<file path="src/rtl/uart_pkg.sv">
// Shared types and register map for the memory-mapped UART transmitter.
package uart_pkg;
  typedef enum logic [1:0] {IDLE, START, DATA, STOP} tx_state_e;

  localparam logic [31:0] TXDATA_OFS = 32'h0;
  localparam logic [31:0] STATUS_OFS = 32'h4;

  localparam int IDLE_B = 0;
  localparam int FULL_B = 1;
  localparam int OVF_B  = 2;
endpackage

</file>
<file path="src/rtl/sync_fifo.sv">
// Single-clock FIFO with extra-MSB pointers; dout shows the head entry combinationally.
module sync_fifo #(
  parameter int WIDTH = 8,
  parameter int DEPTH = 8
) (
  input  logic             clk,
  input  logic             reset,
  input  logic             push,
  input  logic [WIDTH-1:0] din,
  input  logic             pop,
  output logic [WIDTH-1:0] dout,
  output logic             full,
  output logic             empty
);
  localparam int AW = $clog2(DEPTH);

  logic [AW:0]      wr_ptr_q, wr_ptr_d;
  logic [AW:0]      rd_ptr_q, rd_ptr_d;
  logic [WIDTH-1:0] mem [DEPTH];
  logic             do_push, do_pop;

  always_comb begin
    empty    = (wr_ptr_q == rd_ptr_q);
    full     = (wr_ptr_q[AW] != rd_ptr_q[AW]) &&
               (wr_ptr_q[AW-1:0] == rd_ptr_q[AW-1:0]);
    do_push  = push && !full;
    do_pop   = pop && !empty;
    wr_ptr_d = wr_ptr_q + (AW+1)'(do_push);
    rd_ptr_d = rd_ptr_q + (AW+1)'(do_pop);
    dout     = mem[rd_ptr_q[AW-1:0]];
  end

  always_ff @(posedge clk or negedge reset) begin
    if (!reset) begin
      wr_ptr_q <= '0;
      rd_ptr_q <= '0;
    end else begin
      wr_ptr_q <= wr_ptr_d;
      rd_ptr_q <= rd_ptr_d;
    end
  end

  // Storage carries no reset; emptiness is tracked by the pointers alone.
  always_ff @(posedge clk) begin
    if (do_push) mem[wr_ptr_q[AW-1:0]] <= din;
  end
endmodule

</file>
<file path="src/rtl/mmio_uart_tx.sv">
// Store-snooping UART transmitter: TXDATA/STATUS decode, sticky overflow, 8N1 serialiser.
module mmio_uart_tx
  import uart_pkg::*;
#(
  parameter logic [31:0] BASE_ADDR    = 32'h0000_0100,
  parameter int          CLKS_PER_BIT = 16,
  parameter int          FIFO_DEPTH   = 8
) (
  input  logic        clk,
  input  logic        reset,
  input  logic        MemWrite,
  input  logic [31:0] DataAdr,
  input  logic [31:0] WriteData,
  output logic [31:0] status_rd,
  output logic        sel,
  output logic        tx,
  output logic        busy
);
  localparam int BW = $clog2(CLKS_PER_BIT);

  tx_state_e      state_q, state_d;
  logic [BW-1:0]  baud_q, baud_d;
  logic [2:0]     bit_q, bit_d;
  logic [7:0]     shift_q, shift_d;
  logic           tx_q, tx_d;
  logic           ovf_q, ovf_d;

  logic           hit_tx, hit_st, push_req, baud_end, pop;
  logic           fifo_full, fifo_empty, idle;
  logic [7:0]     fifo_dout;
  logic           unused_wdata;

  assign unused_wdata = ^WriteData[31:8];

  sync_fifo #(.WIDTH(8), .DEPTH(FIFO_DEPTH)) u_fifo (
    .clk   (clk),
    .reset (reset),
    .push  (push_req),
    .din   (WriteData[7:0]),
    .pop   (pop),
    .dout  (fifo_dout),
    .full  (fifo_full),
    .empty (fifo_empty)
  );

  always_comb begin
    hit_tx   = (DataAdr == BASE_ADDR + TXDATA_OFS);
    hit_st   = (DataAdr == BASE_ADDR + STATUS_OFS);
    sel      = hit_tx || hit_st;
    push_req = MemWrite && hit_tx;
    idle     = fifo_empty && (state_q == IDLE);
    busy     = !idle;
    tx       = tx_q;

    status_rd = '0;
    if (hit_st) begin
      status_rd[IDLE_B] = idle;
      status_rd[FULL_B] = fifo_full;
      status_rd[OVF_B]  = ovf_q;
    end

    // A dropped push outranks a same-cycle clear so no loss goes unreported.
    ovf_d = ovf_q;
    if (MemWrite && hit_st && WriteData[OVF_B]) ovf_d = 1'b0;
    if (push_req && fifo_full) ovf_d = 1'b1;
  end

  always_comb begin
    state_d  = state_q;
    baud_d   = baud_q;
    bit_d    = bit_q;
    shift_d  = shift_q;
    tx_d     = tx_q;
    pop      = 1'b0;
    baud_end = (baud_q == BW'(CLKS_PER_BIT - 1));

    case (state_q)
      IDLE: begin
        if (!fifo_empty) begin
          pop     = 1'b1;
          shift_d = fifo_dout;
          state_d = START;
          tx_d    = 1'b0;
          baud_d  = '0;
        end
      end
      START: begin
        if (baud_end) begin
          baud_d  = '0;
          bit_d   = '0;
          state_d = DATA;
          tx_d    = shift_q[0];
        end else begin
          baud_d = baud_q + BW'(1);
        end
      end
      DATA: begin
        if (baud_end) begin
          baud_d = '0;
          if (bit_q == 3'd7) begin
            state_d = STOP;
            tx_d    = 1'b1;
          end else begin
            bit_d   = bit_q + 3'd1;
            shift_d = shift_q >> 1;
            tx_d    = shift_q[1];
          end
        end else begin
          baud_d = baud_q + BW'(1);
        end
      end
      STOP: begin
        // Chain straight into the next start bit when more data is queued.
        if (baud_end) begin
          baud_d = '0;
          if (!fifo_empty) begin
            pop     = 1'b1;
            shift_d = fifo_dout;
            state_d = START;
            tx_d    = 1'b0;
          end else begin
            state_d = IDLE;
            tx_d    = 1'b1;
          end
        end else begin
          baud_d = baud_q + BW'(1);
        end
      end
      default: state_d = IDLE;
    endcase
  end

  always_ff @(posedge clk or negedge reset) begin
    if (!reset) begin
      state_q <= IDLE;
      baud_q  <= '0;
      bit_q   <= '0;
      shift_q <= '0;
      tx_q    <= 1'b1;
      ovf_q   <= 1'b0;
    end else begin
      state_q <= state_d;
      baud_q  <= baud_d;
      bit_q   <= bit_d;
      shift_q <= shift_d;
      tx_q    <= tx_d;
      ovf_q   <= ovf_d;
    end
  end
endmodule

</file>
<file path="config.mk">
export PLATFORM = sky130hd
export DESIGN_NAME = mmio_uart_tx
export DESIGN_NICKNAME = d
export VERILOG_FILES = /design/src/rtl/uart_pkg.sv /design/src/rtl/sync_fifo.sv /design/src/rtl/mmio_uart_tx.sv
export SDC_FILE = /design/constraint.sdc
export NUM_CORES = 1
export LEC_CHECK = 0
export CORE_UTILIZATION = 35
export CTS_CLUSTER_SIZE = 40
export DETAILED_ROUTE_END_ITERATION = 6
export HOLD_SLACK_MARGIN = 0.03
export SLEW_MARGIN = 15
export SYNTH_ARGS = -nofsm -noshare
export SYNTH_HDL_FRONTEND = slang
export SYNTH_SLANG_ARGS = --single-unit
</file>
<file path="constraint.sdc">
create_clock -name clk -period 6.9 [get_ports clk]
set_clock_uncertainty 0.15 [all_clocks]
set_input_delay 1.725 -clock clk [delete_from_list [all_inputs] [get_ports clk]]
set_output_delay 1.725 -clock clk [all_outputs]
set_load 0.01 [all_outputs]
</file>
==> results.py <==
metrics = {
    "outcome": {
        "status": "completed",
    },
    "synthesis": {
        "synth_cell_type_count": 50,
        "syn_avg_cell_area_um2": 14.6,
        "synth-main-ff-cell": "edfxtp_1",
        "ys_async_sr_fraction_pct": 29.7,
        "ys_seq_area_share_pct": 60.3,
        "synth_area_leaders": "edfxtp_1 45%, dfrtp_1 15%, mux4_2 5.7%",
        "yosys.area.top_type": "edfxtp_1",
        "synthSimpleGateAreaFrac_pct": 8.91,
        "synth_top_cell_area_share_pct": 44.6,
        "syn-instance-count": 296,
        "mappedNetlistArea_mm2": 0.00431,
        "synthXorXnorAreaFrac_pct": 1.63,
        "synth_edf_count": 64,
        "synth_fa_ha_area_share_pct": 3.48,
        "synth_seq_cells": 91,
        "synth_mux_area_share_pct": 12.9,
        "yosysWarnings": 0,
        "synth-compound-area-share_pct": 5.60,
        "synth_top_family_by_area": "multiplexers",
    },
    "placement": {
        "dp_slack_ns": 1.20,
        "io_buffers": 48,
        "finalWeightedCongestion": 0.740,
        "dp_hpwl_mm": 5.28,
    },
    "critical_path": {
        "crit_path_end_kind": "primary output",
        "crit_required_ns": 5.03,
        "setup.worst_path.end": "status_rd[0]",
        "critPathLaunchType": "primary input",
        "reg2reg_slack_ns": 3.70,
        "arrival_ns": 3.85,
        "regToRegStartpoint": "u_fifo.rd_ptr_q[2]",
        "ff2ff_path_depth": 5,
        "critPathMaxFanout": 8,
        "critPathLaunch": "DataAdr[18]",
        "crit_type": "in2out",
        "r2r_end": "u_fifo.mem[2][7]",
    },
    "power": {
        "pwr-share-clk_pct": 41.2,
        "p_leak_nw": 1.92,
        "combPwrFrac_pct": 6.1,
        "netSwitchingPower_uw": 265,
        "vdd_ir_drop_max_uv": 181,
        "powerDensity_mw_per_mm2": 227,
        "p_seq_share_pct": 52.7,
        "swShare_pct": 22.8,
        "p_int_uw": 896,
    },
    "clocking": {
        "post_cts_resized": 0,
        "clockBufferDepth": 2,
        "cts_made_buffers": 9,
        "cts-root-buf": "clkbuf_16",
        "path_clk_slew_ns": 0.07,
        "cts_hold_buf": 0,
        "clock_sinks": 91,
        "post_cts_buffers": 0,
        "insertion_delay_ns": 0.34,
        "htreeDepth": 3,
        "tritoncts": "yes",
    },
    "global_routing": {
        "antenna_found_initial": 0,
        "grt_max_degree": 28,
        "grt-ovfl-total": 0,
        "grt_pass1_vias": 2459,
        "track_usage_pct": 13.5,
        "grt_pass1_wl_mm": 12.9,
    },
    "timing": {
        "tightest_slew_ns": 1.09,
        "finalSetupViolations": 0,
        "hold_viol": 0,
        "period_minus_slack_ns": 5.73,
        "rsz0062_at_grt": "false",
        "layout_setup_ws_ns": 1.17,
        "max_freq_mhz": 175,
        "layout_worst_path_cycle_share_pct": 83.0,
        "slew_violations": 0,
        "slew_headroom_pct": 27.2,
        "setup_tns_ns": 0,
    },
    "floorplan": {
        "die_area_mm2": 0.0128,
        "pin_count": 102,
        "start_util_pct": 35.9,
        "rows": 40,
        "core_mm2": 0.0120,
        "dieWidth_um": 113,
        "die_h_um": 113,
    },
    "worst_hold_path": {
        "whs_path_depth": 1,
        "min_path_type": "reg2reg",
    },
    "flow_run": {
        "drv_cap": 0,
    },
    "route": {
        "detail_route.first_pass.iterations": 4,
        "drc_errors": 0,
        "wl_per_cell_um": 16.0,
        "routed_via_density": 4.93,
        "totalWireLength_mm": 7.93,
        "vias": 2449,
        "drt_iter0_drc": 99,
        "final_antenna_net_count": 0,
    },
    "cells_and_area": {
        "drive_gt1_share_pct": 13.1,
        "fillers": 1091,
        "area_growth_pct": 18.6,
        "n_antenna_cell": 0,
        "nets": 424,
        "post-route-util_pct": 42.6,
    },
}
-- cell families (layout without fill, tap and decap cells) --
kind of cell	after synthesis	in the layout
other	1	29
flip-flops	91	91
adder cells (fa/ha/maj)	12	12
multiplexers	32	32
buffers and inverters	47	73
AO/OA/AOI/OAI	32	32
XOR/XNOR	8	8
AND/OR/NAND/NOR	73	73
-- critical path, stage by stage --
cell	delay [ns]
clkdlybuf4s50_1	0.40
nor4_1	0.34
nand4_1	0.15
nor2_1	0.39
nand2_1	0.18
nor2_1	0.13
clkdlybuf4s50_1	0.54
-- through the flow --
stage,power [mW],cells,area (um^2),hold slack (ns)
3_5_place_dp,0.694,481,4820,0.337
6_report,1.16,497,5110,0.346
5_1_grt,1.20,497,5110,0.356
2_1_floorplan,0.667,324,4420,0.313
3_3_place_gp,0.691,481,4820,0.333
4_1_cts,1.17,497,5110,0.351
-- synthesized netlist by cell type (3+ instances only) --
cell and n:
mux4_1 5, a21oi_1 4, xnor2_1 3, clkbuf_1 4, o21ai_0 13, mux2i_1 7
mux4_2 11, edfxtp_1 64, buf_2 3, buf_4 30, nand2_1 16, ha_1 12
nor4_1 8, dfrtp_1 26, nor2_1 19, inv_1 7, nand4_1 3, nor3_1 6
xor2_1 5, nand3_1 5, and3_1 3, mux2_2 8
-- power by group through the flow --
stage | sequential [mW] | combinational [mW] | clock, mW
2_1_floorplan | 0.620 | 0.0469 | 0
3_3_place_gp | 0.622 | 0.0687 | 0
3_5_place_dp | 0.623 | 0.0711 | 0
4_1_cts | 0.611 | 0.0715 | 0.485
5_1_grt | 0.613 | 0.0779 | 0.512
6_report | 0.612 | 0.0707 | 0.478
-- worst min-delay path by stage --
stage / from / to / slack (ns)
6_report: u_fifo.wr_ptr_q[3] / u_fifo.wr_ptr_q[3] / 0.35
2_1_floorplan: baud_q[1] / baud_q[1] / 0.31
5_1_grt: u_fifo.rd_ptr_q[3] / u_fifo.rd_ptr_q[3] / 0.36
3_5_place_dp: u_fifo.rd_ptr_q[3] / u_fifo.rd_ptr_q[3] / 0.34
4_1_cts: u_fifo.wr_ptr_q[3] / u_fifo.wr_ptr_q[3] / 0.35
3_3_place_gp: u_fifo.rd_ptr_q[3] / u_fifo.rd_ptr_q[3] / 0.33
-- metal layers --
metal  global-route usage [%]  wire length (um)  share of wire, %
met1                     17.3              3640                46
met2                     22.4              3910                49
met3                     3.00               241               3.0
met4                     5.26               141               1.8
met5                        0                 0                 0
-- cell type report --
cell class                 count  area [um^2]  area share, %
sequential                    91         2600           50.8
multi-input combinational    186         1520           29.7
timing repair buffer          50          495           9.69
clock buffer                   9          225           4.40
tap                          147          184           3.60
clock inverter                 7         65.1           1.27
inverter                       7         26.3          0.514
-- registers in the layout (all words and copies together) (netlist names) --
| register | cells |
|---|---|
| u_fifo.mem | 64 |
| baud_q | 4 |
| u_fifo.wr_ptr_q | 4 |
| ovf_q | 1 |
| bit_q | 3 |
| tx | 1 |
| u_fifo.rd_ptr_q | 4 |
| shift_q | 8 |
| state_q | 2 |
-- placed cells by master, fill, tap and decap left out, types with 2 or more instances in the layout --
cell,synthesis,final
edfxtp_1,64,64
clkdlybuf4s50_1,0,48
conb_1,1,29
dfrtp_1,26,26
nor2_1,19,19
nand2_1,16,16
o21ai_0,13,13
ha_1,12,12
mux4_2,11,11
clkbuf_16,0,9
nor4_1,8,8
mux2_2,8,8
inv_1,7,7
mux2i_1,7,7
xor2_1,5,5
nand3_1,5,5
mux4_1,5,5
nor3_1,6,4
a21oi_1,4,4
xnor2_1,3,3
nand4_1,3,3
and3_1,3,3
inv_8,0,3
nand2b_1,2,2
nor3_2,0,2
o41ai_1,2,2
a221oi_1,2,2
a22oi_1,2,2
or4_1,2,2
clkinv_4,0,2
buf_4,30,2
Power figures use the tool's default switching activity.
